==> src/rtl/cnv2dp_pkg.sv <==
// Shared constants and helpers for the video-to-DisplayPort formatter.
// Latency: n/a (types, constants and pure functions only).
// Backpressure: n/a.
package cnv2dp_pkg;

    localparam logic [1:0] MODE_PASS  = 2'd0;
    localparam logic [1:0] MODE_BLACK = 2'd1;
    localparam logic [1:0] MODE_BARS  = 2'd2;

    // Colour-bar table, entry = {r,g,b}; index 0 is the leftmost bar.
    // Order: white, yellow, cyan, green, magenta, red, blue, black.
    localparam logic [7:0][2:0] BAR_RGB = {
        3'b000, 3'b001, 3'b100, 3'b101, 3'b010, 3'b011, 3'b110, 3'b111
    };

    // MSB-justified component width conversion. The input value sits in the
    // low in_bpc bits; the result sits in the low out_bpc bits.
    function automatic logic [15:0] bpc_conv(input logic [15:0] v,
                                             input int in_bpc,
                                             input int out_bpc);
        if (out_bpc >= in_bpc)
            return v << (out_bpc - in_bpc);
        else
            return v >> (in_bpc - out_bpc);
    endfunction

    // 16-bit increment that sticks at all-ones.
    function automatic logic [15:0] sat_inc(input logic [15:0] x);
        return (x == 16'hFFFF) ? x : x + 16'd1;
    endfunction

endpackage

==> src/rtl/cnv2dp_timing_mon.sv <==
// Active-area monitor: measures pixels/line and lines/frame, flags unequal lines.
// Latency: STAT_* update on the vs_rise edge itself (not delayed by the data pipe).
// Backpressure: none; observes the input timing only.
module cnv2dp_timing_mon
    import cnv2dp_pkg::*;
(
    input  logic        DCLK,
    input  logic        DRST,
    input  logic        de,
    input  logic        vs_rise,
    output logic [15:0] stat_hact,
    output logic [15:0] stat_vact,
    output logic        stat_valid,
    output logic        stat_err
);

    logic        de_q,    de_d;
    logic [15:0] hcnt_q,  hcnt_d;
    logic [15:0] vcnt_q,  vcnt_d;
    logic [15:0] href_q,  href_d;
    logic        err_q,   err_d;
    logic        armed_q, armed_d;
    logic [15:0] hact_q,  hact_d;
    logic [15:0] vact_q,  vact_d;
    logic        valid_q, valid_d;
    logic        serr_q,  serr_d;

    // Line accounting first, then frame close; a line ending on the vs_rise
    // cycle is folded into the frame being closed. The first vs_rise after
    // reset only opens a frame, since what preceded it is a partial frame.
    always_comb begin
        de_d    = de;
        hcnt_d  = hcnt_q;
        vcnt_d  = vcnt_q;
        href_d  = href_q;
        err_d   = err_q;
        armed_d = armed_q;
        hact_d  = hact_q;
        vact_d  = vact_q;
        valid_d = valid_q;
        serr_d  = serr_q;

        if (de)
            hcnt_d = sat_inc(hcnt_q);

        if (!de && de_q) begin
            vcnt_d = sat_inc(vcnt_q);
            if (vcnt_q == 16'd0)
                href_d = hcnt_q;
            else if (hcnt_q != href_q)
                err_d = 1'b1;
            hcnt_d = '0;
        end

        if (vs_rise) begin
            if (armed_q) begin
                hact_d  = href_d;
                vact_d  = vcnt_d;
                valid_d = (vcnt_d != 16'd0);
                serr_d  = err_d;
            end
            armed_d = 1'b1;
            href_d  = '0;
            vcnt_d  = '0;
            hcnt_d  = '0;
            err_d   = 1'b0;
        end
    end

    // Monitor state registers with synchronous reset.
    always_ff @(posedge DCLK) begin
        if (DRST) begin
            de_q    <= 1'b0;
            hcnt_q  <= '0;
            vcnt_q  <= '0;
            href_q  <= '0;
            err_q   <= 1'b0;
            armed_q <= 1'b0;
            hact_q  <= '0;
            vact_q  <= '0;
            valid_q <= 1'b0;
            serr_q  <= 1'b0;
        end else begin
            de_q    <= de_d;
            hcnt_q  <= hcnt_d;
            vcnt_q  <= vcnt_d;
            href_q  <= href_d;
            err_q   <= err_d;
            armed_q <= armed_d;
            hact_q  <= hact_d;
            vact_q  <= vact_d;
            valid_q <= valid_d;
            serr_q  <= serr_d;
        end
    end

    assign stat_hact  = hact_q;
    assign stat_vact  = vact_q;
    assign stat_valid = valid_q;
    assign stat_err   = serr_q;

endmodule

==> src/rtl/cnv2dp_fmt.sv <==
// Video-to-DP formatter: sync normalisation, width conversion, {B,R,G} packing, test modes.
// Latency: PIPE DCLK cycles for DP_*; STAT_* change on the vsync rising edge.
// Backpressure: none; the DP live-video sink must accept one pixel every DCLK.
module cnv2dp_fmt
    import cnv2dp_pkg::*;
#(
    parameter int IN_BPC  = 8,
    parameter int OUT_BPC = 12,
    parameter int PIPE    = 1,
    parameter int BAR_W   = 160
) (
    input  logic                   DCLK,
    input  logic                   DRST,
    input  logic                   DSP_HSYNC_X,
    input  logic                   DSP_VSYNC_X,
    input  logic                   DSP_DE,
    input  logic [IN_BPC-1:0]      DSP_R,
    input  logic [IN_BPC-1:0]      DSP_G,
    input  logic [IN_BPC-1:0]      DSP_B,
    input  logic                   CFG_HPOL,
    input  logic                   CFG_VPOL,
    input  logic [1:0]             CFG_MODE,
    output logic                   DP_HSYNC,
    output logic                   DP_VSYNC,
    output logic                   DP_DE,
    output logic [3*OUT_BPC-1:0]   DP_DAT,
    output logic [15:0]            STAT_HACT,
    output logic [15:0]            STAT_VACT,
    output logic                   STAT_VALID,
    output logic                   STAT_ERR
);

    localparam int DW = 3 * OUT_BPC;
    localparam int SW = DW + 3;

    logic                hs, vs, vs_rise;
    logic                vs_q,   vs_d;
    logic [1:0]          mode_q, mode_d;
    logic [15:0]         hpos_q, hpos_d;
    logic [OUT_BPC-1:0]  r_c, g_c, b_c;
    logic [15:0]         bar_div;
    logic [2:0]          bar_idx;
    logic [2:0]          bar_rgb;
    logic [DW-1:0]       bar_dat;
    logic [DW-1:0]       dat;
    logic [SW-1:0]       pipe_q [PIPE];
    logic [SW-1:0]       pipe_d [PIPE];

    assign hs      = DSP_HSYNC_X ^ ~CFG_HPOL;
    assign vs      = DSP_VSYNC_X ^ ~CFG_VPOL;
    assign vs_rise = vs & ~vs_q;

    assign r_c = OUT_BPC'(bpc_conv(16'(DSP_R), IN_BPC, OUT_BPC));
    assign g_c = OUT_BPC'(bpc_conv(16'(DSP_G), IN_BPC, OUT_BPC));
    assign b_c = OUT_BPC'(bpc_conv(16'(DSP_B), IN_BPC, OUT_BPC));

    // Mode is sampled only at frame start so a frame never mixes modes;
    // hpos restarts at every DE-low gap.
    always_comb begin
        vs_d   = vs;
        mode_d = vs_rise ? CFG_MODE : mode_q;
        hpos_d = DSP_DE ? sat_inc(hpos_q) : 16'd0;
    end

    // Bar colour for the current pixel, expanded to full-scale components.
    always_comb begin
        bar_div = hpos_q / 16'(BAR_W);
        bar_idx = (bar_div > 16'd7) ? 3'd7 : bar_div[2:0];
        bar_rgb = BAR_RGB[bar_idx];
        bar_dat = {{OUT_BPC{bar_rgb[0]}}, {OUT_BPC{bar_rgb[2]}}, {OUT_BPC{bar_rgb[1]}}};
    end

    // Pixel data selection; blanking always carries zero data.
    always_comb begin
        dat = '0;
        if (DSP_DE) begin
            case (mode_q)
                MODE_BLACK: dat = '0;
                MODE_BARS:  dat = bar_dat;
                default:    dat = {b_c, r_c, g_c};
            endcase
        end
    end

    // Shift-register feed: syncs, DE and data travel together.
    always_comb begin
        pipe_d[0] = {hs, vs, DSP_DE, dat};
        for (int i = 1; i < PIPE; i++)
            pipe_d[i] = pipe_q[i-1];
    end

    // Control registers with synchronous reset.
    always_ff @(posedge DCLK) begin
        if (DRST) begin
            vs_q   <= 1'b0;
            mode_q <= MODE_PASS;
            hpos_q <= '0;
        end else begin
            vs_q   <= vs_d;
            mode_q <= mode_d;
            hpos_q <= hpos_d;
        end
    end

    // Output pipeline registers with synchronous reset.
    always_ff @(posedge DCLK) begin
        if (DRST) begin
            for (int i = 0; i < PIPE; i++)
                pipe_q[i] <= '0;
        end else begin
            for (int i = 0; i < PIPE; i++)
                pipe_q[i] <= pipe_d[i];
        end
    end

    assign {DP_HSYNC, DP_VSYNC, DP_DE, DP_DAT} = pipe_q[PIPE-1];

    cnv2dp_timing_mon u_mon (
        .DCLK       (DCLK),
        .DRST       (DRST),
        .de         (DSP_DE),
        .vs_rise    (vs_rise),
        .stat_hact  (STAT_HACT),
        .stat_vact  (STAT_VACT),
        .stat_valid (STAT_VALID),
        .stat_err   (STAT_ERR)
    );

endmodule

==> config.mk <==
export PLATFORM = sky130hd
export DESIGN_NAME = cnv2dp_fmt
export DESIGN_NICKNAME = d
export VERILOG_FILES = /design/src/rtl/cnv2dp_pkg.sv /design/src/rtl/cnv2dp_timing_mon.sv /design/src/rtl/cnv2dp_fmt.sv
export SDC_FILE = /design/constraint.sdc
export NUM_CORES = 1
export LEC_CHECK = 0
export ABC_AREA = 1
export BUFFER_PORTS_ARGS = -buffer_cell sky130_fd_sc_hd__buf_2
export CORE_MARGIN = 4
export CORE_UTILIZATION = 50
export CTS_CLUSTER_DIAMETER = 100
export DETAILED_ROUTE_END_ITERATION = 16
export HOLD_SLACK_MARGIN = 0.1
export PLACE_DENSITY = 0.79
export SLEW_MARGIN = 20
export SYNTH_ARGS = -nofsm -noshare
export SYNTH_HDL_FRONTEND = slang
export SYNTH_SLANG_ARGS = --single-unit
==> constraint.sdc <==
create_clock -name DCLK -period 4 [get_ports DCLK]
set_input_delay 0.8 -clock DCLK [delete_from_list [all_inputs] [get_ports DCLK]]
set_output_delay 0.8 -clock DCLK [all_outputs]
set_load 0.02 [all_outputs]
==> metrics.txt <==
status=finished, final reports clean; Pins Over Slew Limit=0; Remaining DRCs=0; fin util=a little over three fifths; final instance area=between 0.007 and 0.008 sq mm; Multi-input gate area=0.00300 sq mm; PD cells=~440 mW/mm^2; area share of the largest cell type after synthesis=roughly two fifths; vias in the first global route=~5300; Final nets=~990; vias=between 5000 and 6000; Critical Path RT=~4400 ps; vias per cell=~5.1; CTS tree=yes; number of synthesized flops with an enable pin=0; Worst VDD drop=approximately 0.32 mV; final setup TNS=0 ps; kind of critical path=flip-flop to flip-flop; clock slew at reported path FFs=~60 ps; largest net degree at the start of global routing=66; CTS Root Cell=clkbuf_16; Die W=121 um; min Tclk post-route=3370 ps; DIE AREA=0.0146 sq mm; layout cells sized above 1=21.4%; hold_buf cts=0; Port Buffers=between 100 and 150; Clock Tree Buf Depth=2; syn_area_per_cell=around 7.5 sq um; RSZ-0062 raised after global routing=false; clk_skew=~6.3 ps; DP Wirelength=roughly 10000 um; dpl cell area=roughly 0.0070 sq mm; ys async rst share=0%; fmax=0.297 GHz; first-pass GRT wire length=between 20000 and 25000 um; FF/Latch Area=around 0.0026 sq mm; Syn Inst Count=~850; Worst EP arrival=around 3700 ps; WL/cell=between 10 and 15 um; total grt overflow=0; top_reg_cell synth=dfxtp_1; post-synth cell types=43; drt initial violations=roughly 280; Die H=121 um; crit path launch type=flip-flop; worst min-delay path class=flip-flop to flip-flop; Max-slew headroom=between 50% and 60%; post-route ant nets=0; 1st-pass router iterations=5; Initial Util=52.0%; Slowest-stage cell, CP=dfxtp_1; slowest stage delay, CP=between 400 and 500 ps; syn nets=890; Mapped Area=around 0.0064 sq mm; I/O Pins=106; Resize count post-CTS=0; Placer Congestion=a little under 0.9; sequential share of the synthesized area=approximately two fifths; final setup fails=0; smallest hold slack=~460 ps; area leader, netlist=dfxtp_1; Synth area leaders=dfxtp_1, nand2_1, inv_1, nor2_1, xor2_1; #FFs+latches synth=about 130; Slew @ Worst Pin=664 ps; max-cap check violation count=0; final WL=14400 um; worst skew pair latency=~420 ps; Final Hold Fails=0; clock sink count=132; Tot Pwr=~3300 uW; CP endpoint kind=flip-flop; initial antenna violation count=0; cell row count=40; antenna cells=0; Fill cells=around 1100; All-Layer GR Usage=between 20% and 30%; P_leak=about 0.0038 uW; crit path max fanout=9; htree depth=4; critical path's most frequent cell=nand2_4; final worst-path cycle share=84.1%; total setup buffers inserted after CTS=0; synth warn=0; core area=0.0122 sq mm; total CTS buffers=17; synth-to-layout area growth=20.1%
[stage by stage]
step	worst slack (ps)	std cells
after global placement	805	1099
after detailed placement	687	1099
after CTS	634	1131
after floorplan	1020	851
final	635	1131
after global routing	183	1131
[cell usage after synthesis, types with 9 or more instances]
library cell	n
nor2_1	74
o21ai_0	32
nor3_1	30
nor4_1	15
nand2_2	23
nand2_1	146
a21oi_1	34
buf_4	9
nand2_4	14
nand3_1	40
o211ai_1	32
inv_2	12
xor2_1	29
nand4_1	19
inv_1	137
dfxtp_1	132
clkbuf_1	21
[critical path, delay by kind of cell, from the launching register on]
| family | cells | cell delay (ps) |
|---|---|---|
| compound gates | 1 | 150 |
| simple gates | 28 | 2660 |
| flops | 1 | 450 |
| buf+inv | 1 | 40 |
[routing by layer]
layer | vias up | track usage (%) | wire, um
met5 | - | 0 | 0
met4 | 0 | 7.08 | 216
met3 | 21 | 5.99 | 739
met2 | 133 | 35.4 | 7030
met1 | 2593 | 24.7 | 6390
li1 | 2965 | - | -
[state kept, by name (all words and copies together) (netlist names)]
register and cells:
pipe_q 30, u_mon.stat_valid 1, hpos_q 16, u_mon.stat_vact 16, u_mon.vcnt_q 16, mode_q 2
u_mon.href_q 16, u_mon.stat_err 1, u_mon.armed_q 1, u_mon.hcnt_q 16, u_mon.stat_hact 16, u_mon.err_q 1
[placed cells by master, fill, tap and decap left out, types with 12 or more instances in the layout]
master / instances
dfxtp_1: 132
nor2_1: 73
xor2_1: 29
o21ai_0: 32
nand2_1: 146
buf_2: 105
nor4_1: 15
nand4_1: 19
nor3_1: 30
clkbuf_16: 17
nand2_2: 23
o211ai_1: 32
inv_1: 137
nand2_4: 14
a21oi_1: 34
inv_2: 12
nand3_1: 40
[where the power goes]
group	switching (uW)	total (uW)	leakage, uW	internal (uW)
sequential	24.5	1390	0.00107	1370
clock	601	1670	0.000302	1070
combinational	188	281	0.00244	92.4
[final timing paths]
check             start  slack (ps)  depth (start not counted)            end
max          hpos_q[15]         630                         30  pipe_q[0][34]
min           mode_q[0]         460                          2      mode_q[0]
min reg2reg   mode_q[0]         460                          2      mode_q[0]
max reg2reg  hpos_q[15]         630                         30  pipe_q[0][34]
[final cells by class]
class | count | share of cell area [%]
multi-input cells | 538 | 39.4
flip-flops and latches | 132 | 34.7
repair buffers | 111 | 7.48
inverters | 150 | 7.38
clock buffers | 19 | 5.81
well taps | 168 | 2.76
clock inverters | 13 | 2.56
[cells by family (layout without fill, tap and decap cells)]
family / count (synthesis) / count (layout) / share of synthesized area, %
AOI/OAI and AO/OA: 119 / 119 / 11.4
xor gates and xnor gates: 31 / 31 / 4.51
adders and majority gates: 6 / 6 / 1.18
buffers and inverters: 181 / 293 / 11.2
DFF: 132 / 132 / 41.6
muxes: 2 / 2 / 0.315
and+or+nand+nor: 380 / 380 / 29.7
No activity file was read; power rests on OpenSTA's default activity.
